===== config.mk =====
export PLATFORM = sky130hd
export DESIGN_NAME = alu_mc
export DESIGN_NICKNAME = d
export VERILOG_FILES = /design/src/rtl/alu_pkg.sv /design/src/rtl/alu_mul_iter.sv /design/src/rtl/alu_mc.sv
export SDC_FILE = /design/constraint.sdc
export NUM_CORES = 1
export LEC_CHECK = 0
export ABC_AREA = 1
export BUFFER_PORTS_ARGS = -buffer_cell sky130_fd_sc_hd__buf_2
export CELL_PAD_IN_SITES_DETAIL_PLACEMENT = 1
export CELL_PAD_IN_SITES_GLOBAL_PLACEMENT = 2
export CORE_MARGIN = 4
export CORE_UTILIZATION = 36
export CTS_BUF_LIST = sky130_fd_sc_hd__clkbuf_4
export DETAILED_ROUTE_END_ITERATION = 10
export PLACE_DENSITY_LB_ADDON = 0.08
export SLEW_MARGIN = 20
export SYNTH_ARGS = -nofsm -noshare
export SYNTH_HDL_FRONTEND = slang
export SYNTH_HIERARCHICAL = 1
export SYNTH_SLANG_ARGS = --single-unit

===== constraint.sdc =====
create_clock -name clk -period 4.36 [get_ports clk]
set_clock_uncertainty 0.2 [all_clocks]
set_input_delay 0 -clock clk [delete_from_list [all_inputs] [get_ports clk]]
set_output_delay 0 -clock clk [all_outputs]
set_load 0.01 [all_outputs]

===== src/rtl/alu_pkg.sv =====
// alu_pkg: opcode encodings and FSM state type shared by the multicycle ALU.
package alu_pkg;
    localparam logic [2:0] OP_MUL = 3'b000;
    localparam logic [2:0] OP_XOR = 3'b001;
    localparam logic [2:0] OP_BEQ = 3'b010;
    localparam logic [2:0] OP_BLT = 3'b011;
    localparam logic [2:0] OP_ADD = 3'b100;
    localparam logic [2:0] OP_SUB = 3'b101;
    localparam logic [2:0] OP_AND = 3'b110;
    localparam logic [2:0] OP_OR  = 3'b111;
    typedef enum logic [1:0] {ST_IDLE, ST_EXEC, ST_MUL, ST_DONE} state_t;
endpackage


===== src/rtl/alu_mul_iter.sv =====
// alu_mul_iter: shift-add multiplier, one multiplier bit per step (LSB first), WIDTH steps after load.
module alu_mul_iter #(
    parameter int WIDTH = 32
) (
    input  logic             clk,
    input  logic             rst,
    input  logic             i_load,
    input  logic             i_step,
    input  logic [WIDTH-1:0] i_a,
    input  logic [WIDTH-1:0] i_b,
    output logic             o_done,
    output logic [WIDTH-1:0] o_res
);
    localparam int CNT_W = $clog2(WIDTH) + 1;
    logic [WIDTH-1:0] r_acc, r_mcand, r_mplier;
    logic [CNT_W-1:0] r_cnt;
    always_ff @(posedge clk or posedge rst) begin
        if (rst) begin
            r_acc    <= '0;
            r_mcand  <= '0;
            r_mplier <= '0;
            r_cnt    <= '0;
        end else if (i_load) begin
            r_acc    <= '0;
            r_mcand  <= i_a;
            r_mplier <= i_b;
            r_cnt    <= CNT_W'(WIDTH);
        end else if (i_step && r_cnt != '0) begin
            r_acc    <= r_acc + (r_mplier[0] ? r_mcand : '0);
            r_mcand  <= r_mcand << 1;
            r_mplier <= r_mplier >> 1;
            r_cnt    <= r_cnt - CNT_W'(1);
        end
    end
    assign o_done = (r_cnt == '0);
    assign o_res  = r_acc;
endmodule


===== src/rtl/alu_mc.sv =====
// alu_mc: registered multicycle ALU with start/done handshake.
// Define ALU_MUL_EN to build the iterative multiplier for opcode 000; otherwise 000 is flagged illegal.
module alu_mc
    import alu_pkg::*;
#(
    parameter int WIDTH = 32
) (
    input  logic             clk,
    input  logic             rst,
    input  logic             start,
    input  logic [2:0]       opcode,
    input  logic [WIDTH-1:0] ip_0,
    input  logic [WIDTH-1:0] ip_1,
    output logic             busy,
    output logic             done,
    output logic [WIDTH-1:0] op_0,
    output logic             change_pc,
    output logic             illegal
);
    state_t           r_state;
    logic [2:0]       r_op;
    logic [WIDTH-1:0] r_a, r_b, r_res;
    logic             r_busy, r_done, r_cpc, r_ill;
    logic [WIDTH-1:0] w_res, w_diff;
    logic             w_cpc, w_ill;
    assign w_diff = r_a - r_b;
    always_comb begin
        w_res = '0;
        w_cpc = 1'b0;
        w_ill = 1'b0;
        case (r_op)
            OP_ADD:  w_res = r_a + r_b;
            OP_SUB:  w_res = w_diff;
            OP_AND:  w_res = r_a & r_b;
            OP_OR:   w_res = r_a | r_b;
            OP_XOR:  w_res = r_a ^ r_b;
            OP_BEQ:  begin w_res = w_diff; w_cpc = (r_a == r_b); end
            OP_BLT:  begin w_res = w_diff; w_cpc = ($signed(r_a) < $signed(r_b)); end
            default: w_ill = 1'b1;
        endcase
    end
`ifdef ALU_MUL_EN
    logic             w_mul_load, w_mul_done;
    logic [WIDTH-1:0] w_mul_res;
    // The engine captures the operands on the accepting edge, so it runs independently of r_a/r_b.
    assign w_mul_load = (r_state == ST_IDLE) && start && (opcode == OP_MUL);
    alu_mul_iter #(.WIDTH(WIDTH)) u_mul (
        .clk    (clk),
        .rst    (rst),
        .i_load (w_mul_load),
        .i_step (r_state == ST_MUL),
        .i_a    (ip_0),
        .i_b    (ip_1),
        .o_done (w_mul_done),
        .o_res  (w_mul_res)
    );
`endif
    always_ff @(posedge clk or posedge rst) begin
        if (rst) begin
            r_state <= ST_IDLE;
            r_op    <= '0;
            r_a     <= '0;
            r_b     <= '0;
            r_res   <= '0;
            r_busy  <= 1'b0;
            r_done  <= 1'b0;
            r_cpc   <= 1'b0;
            r_ill   <= 1'b0;
        end else begin
            case (r_state)
                ST_IDLE: if (start) begin
                    r_op   <= opcode;
                    r_a    <= ip_0;
                    r_b    <= ip_1;
                    r_ill  <= 1'b0;
                    r_busy <= 1'b1;
`ifdef ALU_MUL_EN
                    r_state <= (opcode == OP_MUL) ? ST_MUL : ST_EXEC;
`else
                    r_state <= ST_EXEC;
`endif
                end
                ST_EXEC: begin
                    r_res   <= w_res;
                    r_cpc   <= w_cpc;
                    r_ill   <= w_ill;
                    r_done  <= 1'b1;
                    r_busy  <= 1'b0;
                    r_state <= ST_DONE;
                end
`ifdef ALU_MUL_EN
                ST_MUL: if (w_mul_done) begin
                    r_res   <= w_mul_res;
                    r_cpc   <= 1'b0;
                    r_done  <= 1'b1;
                    r_busy  <= 1'b0;
                    r_state <= ST_DONE;
                end
`endif
                ST_DONE: begin
                    r_done  <= 1'b0;
                    r_state <= ST_IDLE;
                end
                default: r_state <= ST_IDLE;
            endcase
        end
    end
    assign busy      = r_busy;
    assign done      = r_done;
    assign op_0      = r_res;
    assign change_pc = r_cpc;
    assign illegal   = r_ill;
endmodule

# Yosys cells after proc, flatten, opt, wreduce, memory -nomap -nowiden
# Cells that the tools add are included.
classes:
  n_addsub: 2
  n_lt_le_gt_ge: 1
  eq_ne: 11
  mux: 10
  n_bitwise: 3
  reduce_logical: 7
op_table:
  columns: ["cell", "count"]
  rows:
  - ["32-bit case mux with 5 select lines", 1]
  - ["32-bit adder", 1]
  - ["32-bit AND", 1]
  - ["32-bit == test", 1]
  - ["32-bit < comparator", 1]
  - ["32-bit bitwise OR", 1]
  - ["32-bit subtractor", 1]
  - ["32-bit bitwise XOR", 1]
  - ["3-bit == test (second input constant)", 4]
  - ["1-bit case mux with 2 select lines", 4]
  - ["7-bit OR reduction", 1]
  - ["3-bit by 2-bit == test with 1-bit output (second input constant)", 2]
  - ["2-bit case mux with 2 select lines", 1]
  - ["2-bit AND reduction", 2]
  - ["2-bit nonzero test", 2]
  - ["3-bit by 1-bit == test with 1-bit output (second input constant)", 1]
  - ["1-bit two-way mux", 3]
  - ["3-bit OR reduction", 1]
  - ["2-bit by 1-bit == test with 1-bit output (second input constant)", 1]
  - ["2-bit == test (second input constant)", 1]
  - ["2-bit zero test", 1]
  - ["2-bit two-way mux", 1]
  - ["2-bit inequality test (second input constant)", 1]
word_totals:
  reg_bits: 105
  word_cells: 43

# Longest topological paths before layout
# Gate-level depths: netlist of the first run.
depth:
  word_depth: 4
  depth_mapped: 18
  depth_no_buf: 17

# Least setup slack after synthesis of the first run
# OpenSTA, ideal clock, no wires.
synth_timing:
  path_type: "register -> register"
  from: "register r_b[0]"
  to: "register r_res[24], in the netlist op_0[24]"
  setup_ps: 117
  arrival_ps: 1816
  required_time_ps: 4043
  path_slack_ps: 2228
  stages_incl_launch_ff: 13
  n_path_buf: 0
  period_less_slack_ps: 2132
  path_cell_list: "dfrtp_1 -> ha_1 -> fa_1 -> nand3_1 -> nand3_1 -> nand2_1 -> nand3_1 -> nand2_1 -> nand4_1 -> nand3_1 -> nand3_1 -> nand2_1 -> nand2_1"
synth_via:
  elab_chain_cells: 2
synth_lines:
  columns: ["item", "line", "source"]
  rows:
  - ["from (decl)", "alu_mc.sv:22", "logic [WIDTH-1:0] r_a, r_b, r_res;"]
  - ["from (signal assigned)", "alu_mc.sv:74", "r_b <= ip_1;"]
  - ["32-bit subtractor / 32-bit adder (equally long branches)", "alu_mc.sv:26, alu_mc.sv:32", null]
  - ["32-bit case mux with 5 select lines *", "alu_mc.sv:31", "case (r_op)"]
  - ["to (signal assigned)", "alu_mc.sv:84", "r_res <= w_res;"]
  - ["to (decl)", "alu_mc.sv:22", null]
# Mark *: on every way between the ends. The rest lies on a longest branch, timed or not.
# A chain may end at the register's enable or synchronous reset.

# Worst setup path after layout of the first run
layout_timing:
  from: "register r_op[2]"
  to: "register r_res[12], in the netlist op_0[12]"
layout_via:
  elab_chain_cells: 3
layout_lines:
  columns: ["item", "line", "source"]
  rows:
  - ["from (decl)", "alu_mc.sv:21", "logic [2:0] r_op;"]
  - ["from (signal assigned)", "alu_mc.sv:72", "r_op <= opcode;"]
  - ["3-bit by 2-bit == test with 1-bit output / 3-bit == test (equally long branches)", "alu_mc.sv:31", null]
  - ["3-bit OR reduction (no source line)", null, null]
  - ["32-bit case mux with 5 select lines *", "alu_mc.sv:31", null]
# Marked as above.

==> results of run 1 <==
path summary, 6_finish.rpt:
kind	from	to	slack, ns	cells past startpoint
setup / recovery	r_op[2]$_DFFE_PP0P_	op_0[12]$_DFFE_PP0P_	1.18	10
hold / removal	start	busy$_DFFE_PP0P_	0.02	3
setup reg to reg	r_op[2]$_DFFE_PP0P_	op_0[12]$_DFFE_PP0P_	1.18	10
hold reg to reg	op_0[13]$_DFFE_PP0P_	op_0[13]$_DFFE_PP0P_	0.30	2
max in group asynchronous	rst	r_b[14]$_DFFE_PP0P_	2.25	5
min in group asynchronous	rst	r_a[3]$_DFFE_PP0P_	0.54	4
registers in the layout (all words and copies together) (netlist names):
signal / count
op_0: 32
r_state: 2
change_pc: 1
r_a: 32
done: 1
r_op: 3
busy: 1
illegal: 1
r_b: 32
routing by layer:
metal / GRT usage, % / share of wire, %
met1: 38.30 / 48
met2: 43.99 / 45
met3: 2.970 / 4.9
met4: 4.678 / 1.3
met5: 0 / 0
Yosys cell counts:
cell type                     n  area share [%]
sky130_fd_sc_hd__buf_2       26             1.3
sky130_fd_sc_hd__dfrtp_1    105              26
sky130_fd_sc_hd__buf_6        2            0.22
sky130_fd_sc_hd__nor4_1       3            0.19
sky130_fd_sc_hd__xor2_1       4            0.35
sky130_fd_sc_hd__nor2_2       2            0.12
sky130_fd_sc_hd__buf_1        5            0.19
sky130_fd_sc_hd__a211oi_1     1           0.074
sky130_fd_sc_hd__a21o_1       2            0.15
sky130_fd_sc_hd__a31oi_1     15            0.93
sky130_fd_sc_hd__o2111ai_1    1           0.087
sky130_fd_sc_hd__a21boi_0     1           0.074
sky130_fd_sc_hd__and2_1       1           0.062
sky130_fd_sc_hd__a21oi_1    123             6.1
sky130_fd_sc_hd__nor3_2       2            0.20
sky130_fd_sc_hd__nor2_1     175             6.5
sky130_fd_sc_hd__o21ai_0     35             1.7
sky130_fd_sc_hd__nand3_2      1           0.099
sky130_fd_sc_hd__o21bai_1     7            0.52
sky130_fd_sc_hd__nand2_1    521              19
sky130_fd_sc_hd__o22a_1       2            0.17
sky130_fd_sc_hd__clkbuf_1    20            0.74
sky130_fd_sc_hd__nor2_4       2            0.22
sky130_fd_sc_hd__nand3b_1     6            0.45
sky130_fd_sc_hd__o21ai_1      2           0.099
sky130_fd_sc_hd__o31ai_1      3            0.22
sky130_fd_sc_hd__or2_2        1           0.062
sky130_fd_sc_hd__fa_1         2            0.40
sky130_fd_sc_hd__inv_1      287              11
sky130_fd_sc_hd__ha_1       103              13
sky130_fd_sc_hd__o22ai_1     29             1.8
sky130_fd_sc_hd__buf_4        5            0.37
sky130_fd_sc_hd__nand3_1    125             6.2
sky130_fd_sc_hd__mux2_2       1            0.11
sky130_fd_sc_hd__and3_1       2            0.12
sky130_fd_sc_hd__nand4_1      9            0.56
sky130_fd_sc_hd__nand2_2      1           0.062
sky130_fd_sc_hd__a41oi_1      1           0.087
sky130_fd_sc_hd__inv_2        4            0.15
sky130_fd_sc_hd__a221oi_1     1           0.087
sky130_fd_sc_hd__clkbuf_2     1           0.049
sky130_fd_sc_hd__o211ai_1     2            0.15
sky130_fd_sc_hd__nor3_1       8            0.40
kinds of logic after synthesis:
group | Yosys count | synth area share (%)
AO/OA/AOI/OAI | 225 | 12.25
XOR/XNOR | 4 | 0.3462
adder cells (fa/ha/maj) | 105 | 13.13
buffers and inverters | 350 | 13.65
flip-flops | 105 | 25.97
multiplexers | 1 | 0.1113
AND/OR/NAND/NOR | 859 | 34.54
area by class of cell:
class	instances	area [sq um]	area share, %
clock buffers	10	75.07	0.6314
repair buffers	197	1424	11.98
well taps	378	473.0	3.978
clock inverters	6	72.57	0.6104
flip-flops and latches	105	2628	22.10
diodes	1	2.502	0.02105
multi-input cells	1194	6120	51.47
inverters	291	1095	9.209
worst reg2reg max path, stage by stage (launching register included):
cell	delay, ns
sky130_fd_sc_hd__dfrtp_1	1.07
sky130_fd_sc_hd__nor2_1	0.13
sky130_fd_sc_hd__inv_2	0.12
sky130_fd_sc_hd__nand2_1	0.36
sky130_fd_sc_hd__inv_2	0.70
sky130_fd_sc_hd__a21oi_1	0.15
sky130_fd_sc_hd__o21ai_0	0.11
sky130_fd_sc_hd__nand2_1	0.08
sky130_fd_sc_hd__nand3b_1	0.08
sky130_fd_sc_hd__nand2_1	0.05
sky130_fd_sc_hd__nand2_1	0.07
cells in the final DEF (no fill, tap or decap), types with 29 or more instances in the layout:
cell type                       netlist  routed
sky130_fd_sc_hd__nand2_1            521     520
sky130_fd_sc_hd__inv_1              287     286
sky130_fd_sc_hd__nor2_1             175     174
sky130_fd_sc_hd__nand3_1            125     125
sky130_fd_sc_hd__a21oi_1            123     123
sky130_fd_sc_hd__dfrtp_1            105     105
sky130_fd_sc_hd__buf_2               26     105
sky130_fd_sc_hd__ha_1               103     103
sky130_fd_sc_hd__dlygate4sd3_1        0      83
sky130_fd_sc_hd__o21ai_0             35      35
sky130_fd_sc_hd__o22ai_1             29      29
per-stage QoR:
| step | setup slack (ns) | hold slack, ns | std cells | util, % |
|---|---|---|---|---|
| CTS | 1.233 | 0.0005901 | 2181 | 42.79 |
| global placement | 1.365 | 0.01162 | 2082 | 39.26 |
| detailed placement | 1.265 | 0.01527 | 2082 | 39.26 |
| global route | 0.9948 | 0.02362 | 2182 | 42.79 |
| finish | 1.178 | 0.02028 | 2182 | 42.79 |
| floorplan | 1.399 | -0.04942 | 1649 | - |
==> run metrics, run 1 <==
status finished, final reports clean; number of warnings issued by yosys 6; Die Width 175.7 um; share of the clock period used by the worst path after layout 72.97%; Syn Area/Cell 6.136 sq um; Final Critical Period 3.182 ns; kind of critical path reg -> reg; final non-filler cell area 11,890 sq um; Row Count 61; via density per instance 5.019; CTS tree yes; Max Cap Violations 0; register area share after synthesis 25.97%; cell repeated most along the worst path sky130_fd_sc_hd__nand2_1; Initial Util 36.42%; final count of negative-setup-slack endpoints 0; kind of start point of the critical path flip-flop; Crit Path Max Fanout 26; nature of the critical path endpoint flip-flop; Required @ worst endpoint 4.63 ns; residual DRC count 0; DR iter-0 viols 680; total number of nets in the final design 1,973; total global-route track usage 26.67%; area of the placeable core 27,780 sq um; clock insertion delay at the later pin of the skew report 0.54 ns; Placed Area 10,910 sq um; cell area after synthesis 10,120 sq um; register bit total from synthesis 105; DRT Pass-1 Iters 5; mean routed wirelength per cell 18.77 um; # H-tree levels 3; count of endpoints failing hold in the final timing report 0; routed via count 10,950; global-route wire length before repair 64.23 mm; Buffers & Inverters on Critical Path 2; setup bufs post-CTS 0; die area 30,850 sq um; total wire length after detailed routing 40.97 mm; grt total ovfl 0; number of distinct library cells after synthesis 43; number of antenna violations at the first check in global routing 1; worst-case headroom to the max-slew limit 29.97%; instance count of the mapped netlist 1,649; clock buffers created by TritonCTS 9; timing-limited maximum frequency 0.3143 GHz; Area Growth Syn to Fin 17.50%; post-cts sizing count 0; post-synthesis net count 1,824; post-detailed-route count of antenna-violating nets 0; Chip Height 175.7 um; Clock Sinks 105; number of global-route vias before repair 11,210; unrepaired setup endpoints after global routing false; signal arrival time at the worst endpoint 3.45 ns; path class of the lowest-slack min-delay path in -> reg; final count of pins violating max slew 0; CTS root buffer sky130_fd_sc_hd__clkbuf_4; largest incremental delay on the critical path 1.07 ns; fill cell total of the finished layout 3,786; total half-perimeter wirelength after legalization and detailed placement 31.71 mm; routability-driven placement congestion ratio 0.9412; family with the most delay on the worst path flip-flops; setup total negative slack 0 ns; proportion of layout cells with a drive suffix above 1 8.153%; Bufs on Longest Clock Path 2; CTS hold repair buffers 83; worst slew pin tran 1.051 ns; I/O Pins 106; crit path max-delay cell type sky130_fd_sc_hd__dfrtp_1; Port-buffer cells 105; largest net degree at the start of global routing 78; crit-path cells nor2_1, inv_2, nand2_1, inv_2, a21oi_1, o21ai_0, nand2_1, nand3b_1, nand2_1, nand2_1; clock input transition at the sequential cells of the worst setup and hold paths 0.18 ns
Power of run 1 is left out: the tool's default activity adds up to more than one toggle a clock period on the data nets, which glitch-free logic cannot reach.
==> run 2: changes to the inputs <==
--- a/config.mk
+++ b/config.mk
@@ -5,7 +5,7 @@
 export SDC_FILE = /design/constraint.sdc
 export NUM_CORES = 1
 export LEC_CHECK = 0
-export ABC_AREA = 1
+export ABC_AREA = 0
 export BUFFER_PORTS_ARGS = -buffer_cell sky130_fd_sc_hd__buf_2
 export CELL_PAD_IN_SITES_DETAIL_PLACEMENT = 1
 export CELL_PAD_IN_SITES_GLOBAL_PLACEMENT = 2
==> constraint.sdc (replaced) <==
create_clock -name clk -period 3.15 [get_ports clk]
set_clock_uncertainty 0.2 [all_clocks]
set_input_delay 0 -clock clk [delete_from_list [all_inputs] [get_ports clk]]
set_output_delay 0 -clock clk [all_outputs]
set_load 0.01 [all_outputs]
==> run 2 against run 1 <==
Effect of this change: the flow now finishes with violations (negative setup slack); highest routed layer unchanged; global-route usage shrank 0.76 points; wire length is 10% lower; cell area up 11%; critical path type unchanged; maximum frequency decreased by 1.9%; first-iteration DRC count down 9.7%; largest cell class unchanged; critical endpoint is now op_0[23]$_DFFE_PP0P_.
==> run metrics, run 2 <==
die area 27,940 sq um; EDFF count, synth 0; number of warnings issued by yosys 6; clock insertion delay at the later pin of the skew report 0.53 ns; proportion of layout cells with a drive suffix above 1 28.94%; Row Count 57; worst slew pin tran 0.6966 ns; number of global-route vias before repair 10,610; number of antenna violations at the first check in global routing 1; CTS root buffer sky130_fd_sc_hd__clkbuf_4; kind of critical path reg -> reg; Port-buffer cells 105; final non-filler cell area 13,190 sq um; Placed Area 11,120 sq um; Chip Height 167.2 um; CTS tree yes; via density per instance 5.430; total wire length after detailed routing 36.67 mm; post-synthesis net count 1,342; clock input transition at the sequential cells of the worst setup and hold paths 0.18 ns; fill cell total of the finished layout 3,004; nature of the critical path endpoint flip-flop; total number of nets in the final design 1,701; DRT Pass-1 Iters 5; worst setup slack after layout -0.09432 ns; timing-limited maximum frequency 0.3082 GHz; unrepaired setup endpoints after global routing true; most frequent cells in the layout 197 x sky130_fd_sc_hd__buf_4, 158 x sky130_fd_sc_hd__nand2_1, 138 x sky130_fd_sc_hd__o21ai_0; instance count of the mapped netlist 1,167; mean routed wirelength per cell 19.76 um; leading area contributor after synthesis sky130_fd_sc_hd__dfrtp_1; Syn Area/Cell 7.814 sq um; worst-case headroom to the max-slew limit 53.56%; cell types occupying the most area after synthesis sky130_fd_sc_hd__dfrtp_1 29%, sky130_fd_sc_hd__ha_1 14%, sky130_fd_sc_hd__o21ai_0 8.2%, sky130_fd_sc_hd__nand2_1 6.5%, sky130_fd_sc_hd__a21oi_1 4.9%; total global-route track usage 25.91%; global-route wire length before repair 59.17 mm; signal arrival time at the worst endpoint 3.48 ns; path class of the lowest-slack min-delay path in -> reg; post-detailed-route count of antenna-violating nets 0; Clock Sinks 105; register bit total from synthesis 105; Initial Util 37.06%; largest net degree at the start of global routing 137; Crit Path Max Fanout 2; cell area after synthesis 9119 sq um; sequential cell area 2629 sq um; Area Growth Syn to Fin 44.65%; routability-driven placement congestion ratio 0.8801; status complete, but fails checks; share of the clock period used by the worst path after layout 103.0%; leading post-synthesis cells by instance count 159 x sky130_fd_sc_hd__nand2_1, 149 x sky130_fd_sc_hd__o21ai_0, 105 x sky130_fd_sc_hd__dfrtp_1; Die Width 167.2 um; count leader, synth sky130_fd_sc_hd__nand2_1; commonest non-fill, non-tap cell in the layout sky130_fd_sc_hd__buf_4; total half-perimeter wirelength after legalization and detailed placement 26.13 mm; count of endpoints failing hold in the final timing report 0; Final Critical Period 3.244 ns; Bufs on Longest Clock Path 2; area of combinational cells with multiple inputs 6377 sq um; final count of pins violating max slew 0; clock buffers created by TritonCTS 9; depth of the worst register-to-register path 12; DR iter-0 viols 614; prevailing post-synth register cell sky130_fd_sc_hd__dfrtp_1; Max Cap Violations 0; hold path cells 4; register area share after synthesis 28.81%; area of the placeable core 24,600 sq um; violations in the final reports negative setup slack; kind of start point of the critical path flip-flop; Yosys top cell area share 28.81%; I/O Pins 106; number of distinct library cells after synthesis 75; Required @ worst endpoint 3.38 ns; routed via count 10,080; grt total ovfl 0; # H-tree levels 3; residual DRC count 0; fraction of registers with async set/reset 100.0%; post-place setup slack -0.2632 ns; final count of negative-setup-slack endpoints 8
## run 2: changes by cell type in the layout (fill, tap and decap cells not counted), sizes merged, moves of 23 or more
cell / before / now
nand2: 522 / 159
o21ai: 37 / 152
o22ai: 29 / 6
nand3: 126 / 16
buf: 114 / 312
a21oi: 123 / 91
dlygate4sd3: 83 / 109
xnor2: 0 / 24
inv: 294 / 107
nor2: 179 / 66
## run 2: path summary, 6_finish.rpt
path                                              from                     end  slack [ns]
worst min-delay path                          ip_1[25]     r_b[25]$_DFFE_PP0P_       0.008
worst max-delay path               r_b[10]$_DFFE_PP0P_    op_0[23]$_DFFE_PP0P_       -0.09
worst min register to register  r_state[1]$_DFFE_PP0P_  r_state[0]$_DFFE_PP0P_        0.28
max in group asynchronous                          rst     r_b[21]$_DFFE_PP0P_        1.31
min in group asynchronous                          rst        busy$_DFFE_PP0P_        0.48
worst max register to register     r_b[10]$_DFFE_PP0P_    op_0[23]$_DFFE_PP0P_       -0.09
## run 2: layout make-up
type,instances,share of cell area (%)
clock inverters,7,0.5976
flip-flops and latches,105,19.93
repair buffers,421,24.45
inverters,107,3.064
well taps,324,3.073
clock buffers,9,0.5122
diodes,1,0.01897
multi-input cells,882,48.35
## run 2: critical path: stages (launching register included)
cell and delay (ns):
sky130_fd_sc_hd__dfrtp_1 0.43, sky130_fd_sc_hd__inv_2 0.09, sky130_fd_sc_hd__ha_4 0.20, sky130_fd_sc_hd__or4_4 0.57, sky130_fd_sc_hd__or3_4 0.36, sky130_fd_sc_hd__a211oi_4 0.29
sky130_fd_sc_hd__or4_4 0.20, sky130_fd_sc_hd__buf_6 0.09, sky130_fd_sc_hd__a31oi_4 0.09, sky130_fd_sc_hd__o21ai_2 0.17, sky130_fd_sc_hd__a21oi_1 0.08, sky130_fd_sc_hd__nand4bb_1 0.17
sky130_fd_sc_hd__a32o_1 0.23
## run 2: cell families (layout without fill, tap and decap cells)
kind of cell | after synthesis | count (layout) | synth area share [%]
xor gates and xnor gates | 26 | 26 | 2.497
buffers and inverters | 180 | 544 | 7.876
AOI/OAI and AO/OA | 416 | 416 | 29.29
and+or+nand+nor | 328 | 328 | 16.18
DFF | 105 | 105 | 28.81
adders and majority gates | 105 | 105 | 14.57
muxes | 7 | 7 | 0.7684
other | 0 | 1 | 0
## run 2: what timing repair did
action	4_1_cts	5_1_grt
endpoints found under the setup margin	21	25
hold endpoints to repair	173	0
resized for setup	64	69
hold buffers	109	0
pin swaps	28	40
buffers inserted	15	15
gates cloned	0	0
## run 2: metrics by stage
step	utilization (%)	hold slack, ns	cells	TNS [ns]
6_report	53.61	0.008044	1856	-0.4935
5_1_grt	53.61	-0.002764	1856	-2.277
4_1_cts	51.92	0.0002904	1841	-0.1801
3_5_place_dp	45.19	-0.08164	1701	-2.107
3_3_place_gp	45.19	-0.09157	1701	-1.077
2_1_floorplan	-	-0.08316	1167	0
## run 2: layer usage
layer | track usage [%] | up-vias | wire [um]
li1 | - | 4828 | -
met1 | 35.24 | 5013 | 16670
met2 | 44.75 | 200 | 17950
met3 | 3.112 | 37 | 1517
met4 | 5.187 | 0 | 539
met5 | 0 | - | 0
Power of run 2 is left out for the same reason.
==> run 3: changes to the inputs <==
--- a/config.mk
+++ b/config.mk
@@ -6,14 +6,13 @@
 export NUM_CORES = 1
 export LEC_CHECK = 0
 export ABC_AREA = 0
-export BUFFER_PORTS_ARGS = -buffer_cell sky130_fd_sc_hd__buf_2
 export CELL_PAD_IN_SITES_DETAIL_PLACEMENT = 1
 export CELL_PAD_IN_SITES_GLOBAL_PLACEMENT = 2
 export CORE_MARGIN = 4
-export CORE_UTILIZATION = 36
-export CTS_BUF_LIST = sky130_fd_sc_hd__clkbuf_4
+export CORE_UTILIZATION = 38
 export DETAILED_ROUTE_END_ITERATION = 10
-export PLACE_DENSITY_LB_ADDON = 0.08
+export DONT_BUFFER_PORTS = 1
+export PLACE_DENSITY = 0.84
 export SLEW_MARGIN = 20
 export SYNTH_ARGS = -nofsm -noshare
 export SYNTH_HDL_FRONTEND = slang
==> run 3 against run 2 <==
Effect of this change: the flow still finishes with violations (negative setup slack); die area is 5.0% lower; sequential cell count stayed put; worst setup slack better by 0.0071 ns.
==> run metrics, run 3 (synthesis results as in run 2) <==
residual DRC count 0; routed via count 9,520; global-route wire length before repair 54.28 mm; violations in the final reports negative setup slack; worst-case headroom to the max-slew limit 59.62%; Max Cap Violations 0; kind of critical path reg -> reg; clock insertion delay at the later pin of the skew report 0.37 ns; proportion of layout cells with a drive suffix above 1 21.10%; number of global-route vias before repair 9,941; routability-driven placement congestion ratio 0.9188; die area 26,540 sq um; Die Width 162.9 um; Port-buffer cells 0; Chip Height 162.9 um; Bufs on Longest Clock Path 2; signal arrival time at the worst endpoint 3.34 ns; Clock Sinks 105; nature of the critical path endpoint flip-flop; worst setup slack after layout -0.08722 ns; total wire length after detailed routing 34.56 mm; largest incremental delay on the critical path 0.55 ns; via density per instance 5.670; DRT Pass-1 Iters 5; DR iter-0 viols 672; depth of the worst register-to-register path 11; CTS tree yes; hold path cells 3; commonest non-fill, non-tap cell in the layout sky130_fd_sc_hd__buf_4; final count of negative-setup-slack endpoints 8; kind of start point of the critical path flip-flop; unrepaired setup endpoints after global routing true; total number of nets in the final design 1,530; area of the placeable core 23,540 sq um; worst reg2reg path startpoint r_b[8]$_DFFE_PP0P_; CTS root buffer sky130_fd_sc_hd__clkbuf_16; total half-perimeter wirelength after legalization and detailed placement 25.23 mm; Initial Util 38.73%; timing-limited maximum frequency 0.3089 GHz; status complete, but fails checks; Row Count 56; Area Growth Syn to Fin 32.34%; worst hold margin 0.08598 ns; sequential cell area 2629 sq um; total global-route track usage 25.52%; I/O Pins 106; antenna diode count 0; final count of pins violating max slew 0; worst setup path start r_b[8]$_DFFE_PP0P_; crit path max-delay cell type sky130_fd_sc_hd__or4_4; Final Critical Period 3.237 ns; worst slew pin tran 0.6057 ns; cell repeated most along the worst path sky130_fd_sc_hd__or4_4; clock buffers created by TritonCTS 9; fill cell total of the finished layout 2,829; Crit Path Max Fanout 3; largest net degree at the start of global routing 79; crit-path cells inv_2, ha_4, or4_4, or3_1, a211oi_2, or4_4, and3_4, o31ai_4, a21o_1, nor4_1, a221o_1; endpoint of the worst register-to-register path op_0[25]$_DFFE_PP0P_; setup total negative slack -0.3973 ns; mean routed wirelength per cell 20.59 um; area of combinational cells with multiple inputs 6250 sq um; Required @ worst endpoint 3.26 ns; most frequent cells in the layout 174 x sky130_fd_sc_hd__buf_4, 159 x sky130_fd_sc_hd__nand2_1, 144 x sky130_fd_sc_hd__o21ai_0; Reg2Reg Setup Slack -0.09 ns; clock input transition at the sequential cells of the worst setup and hold paths 0.08 ns; grt total ovfl 0; post-detailed-route count of antenna-violating nets 0; count of endpoints failing hold in the final timing report 0; number of antenna violations at the first check in global routing 0; path class of the lowest-slack min-delay path in -> reg; # H-tree levels 3; share of the clock period used by the worst path after layout 102.8%; capture point of the critical path op_0[25]$_DFFE_PP0P_
==> run 3: stage by stage <==
step,area [sq um],std cells,utilization (%),setup slack (ns)
6_report,12070,1679,51.26,-0.08722
5_1_grt,12070,1679,51.26,-0.2588
4_1_cts,11740,1672,49.85,-0.07602
3_5_place_dp,10490,1577,44.57,-0.2564
3_3_place_gp,10490,1577,44.57,-0.1747
2_1_floorplan,9119,1167,-,0.008328
==> run 3: what timing repair did <==
action,in CTS,in global routing
gates cloned,0,0
buffers inserted,8,10
hold buffers,71,0
resized for setup,43,49
endpoints found under the hold margin,173,0
pin swaps,25,28
endpoints found under the setup margin,20,24
==> run 3: metal layers <==
metal	GRT usage [%]	share of wire, %
met1	33.53	44
met2	43.74	48
met3	3.594	4.8
met4	7.510	2.5
met5	0	0
==> run 3: final cells by class <==
cell class / instances / area share [%]
Tap cell: 319 / 3.307
Clock buffer: 12 / 2.043
Timing Repair Buffer: 250 / 17.48
Inverter: 107 / 3.349
Clock inverter: 4 / 0.2488
Sequential cell: 105 / 21.78
Multi-Input combinational cell: 882 / 51.79
==> run 3: worst max-delay path, delay by kind of cell (launching register included) <==
family / cells / cell delay (ns)
AND/OR/NAND/NOR: 5 / 1.61
AO/OA/AOI/OAI: 4 / 0.67
flip-flops: 1 / 0.40
adder cells (fa/ha/maj): 1 / 0.20
buffers and inverters: 1 / 0.09
==> run 3: worst min path at each step <==
stage	to	slack [ns]	startpoint
6_report	r_a[13]$_DFFE_PP0P_	0.09	ip_0[13]
5_1_grt	r_a[13]$_DFFE_PP0P_	0.1	ip_0[13]
4_1_cts	r_a[10]$_DFFE_PP0P_	0.08	ip_0[10]
3_5_place_dp	done$_DFFE_PP0P_	-0.31	rst
3_3_place_gp	done$_DFFE_PP0P_	-0.32	rst
2_1_floorplan	r_a[0]$_DFFE_PP0P_	-0.08	ip_0[0]
Power of run 3 is left out for the same reason.
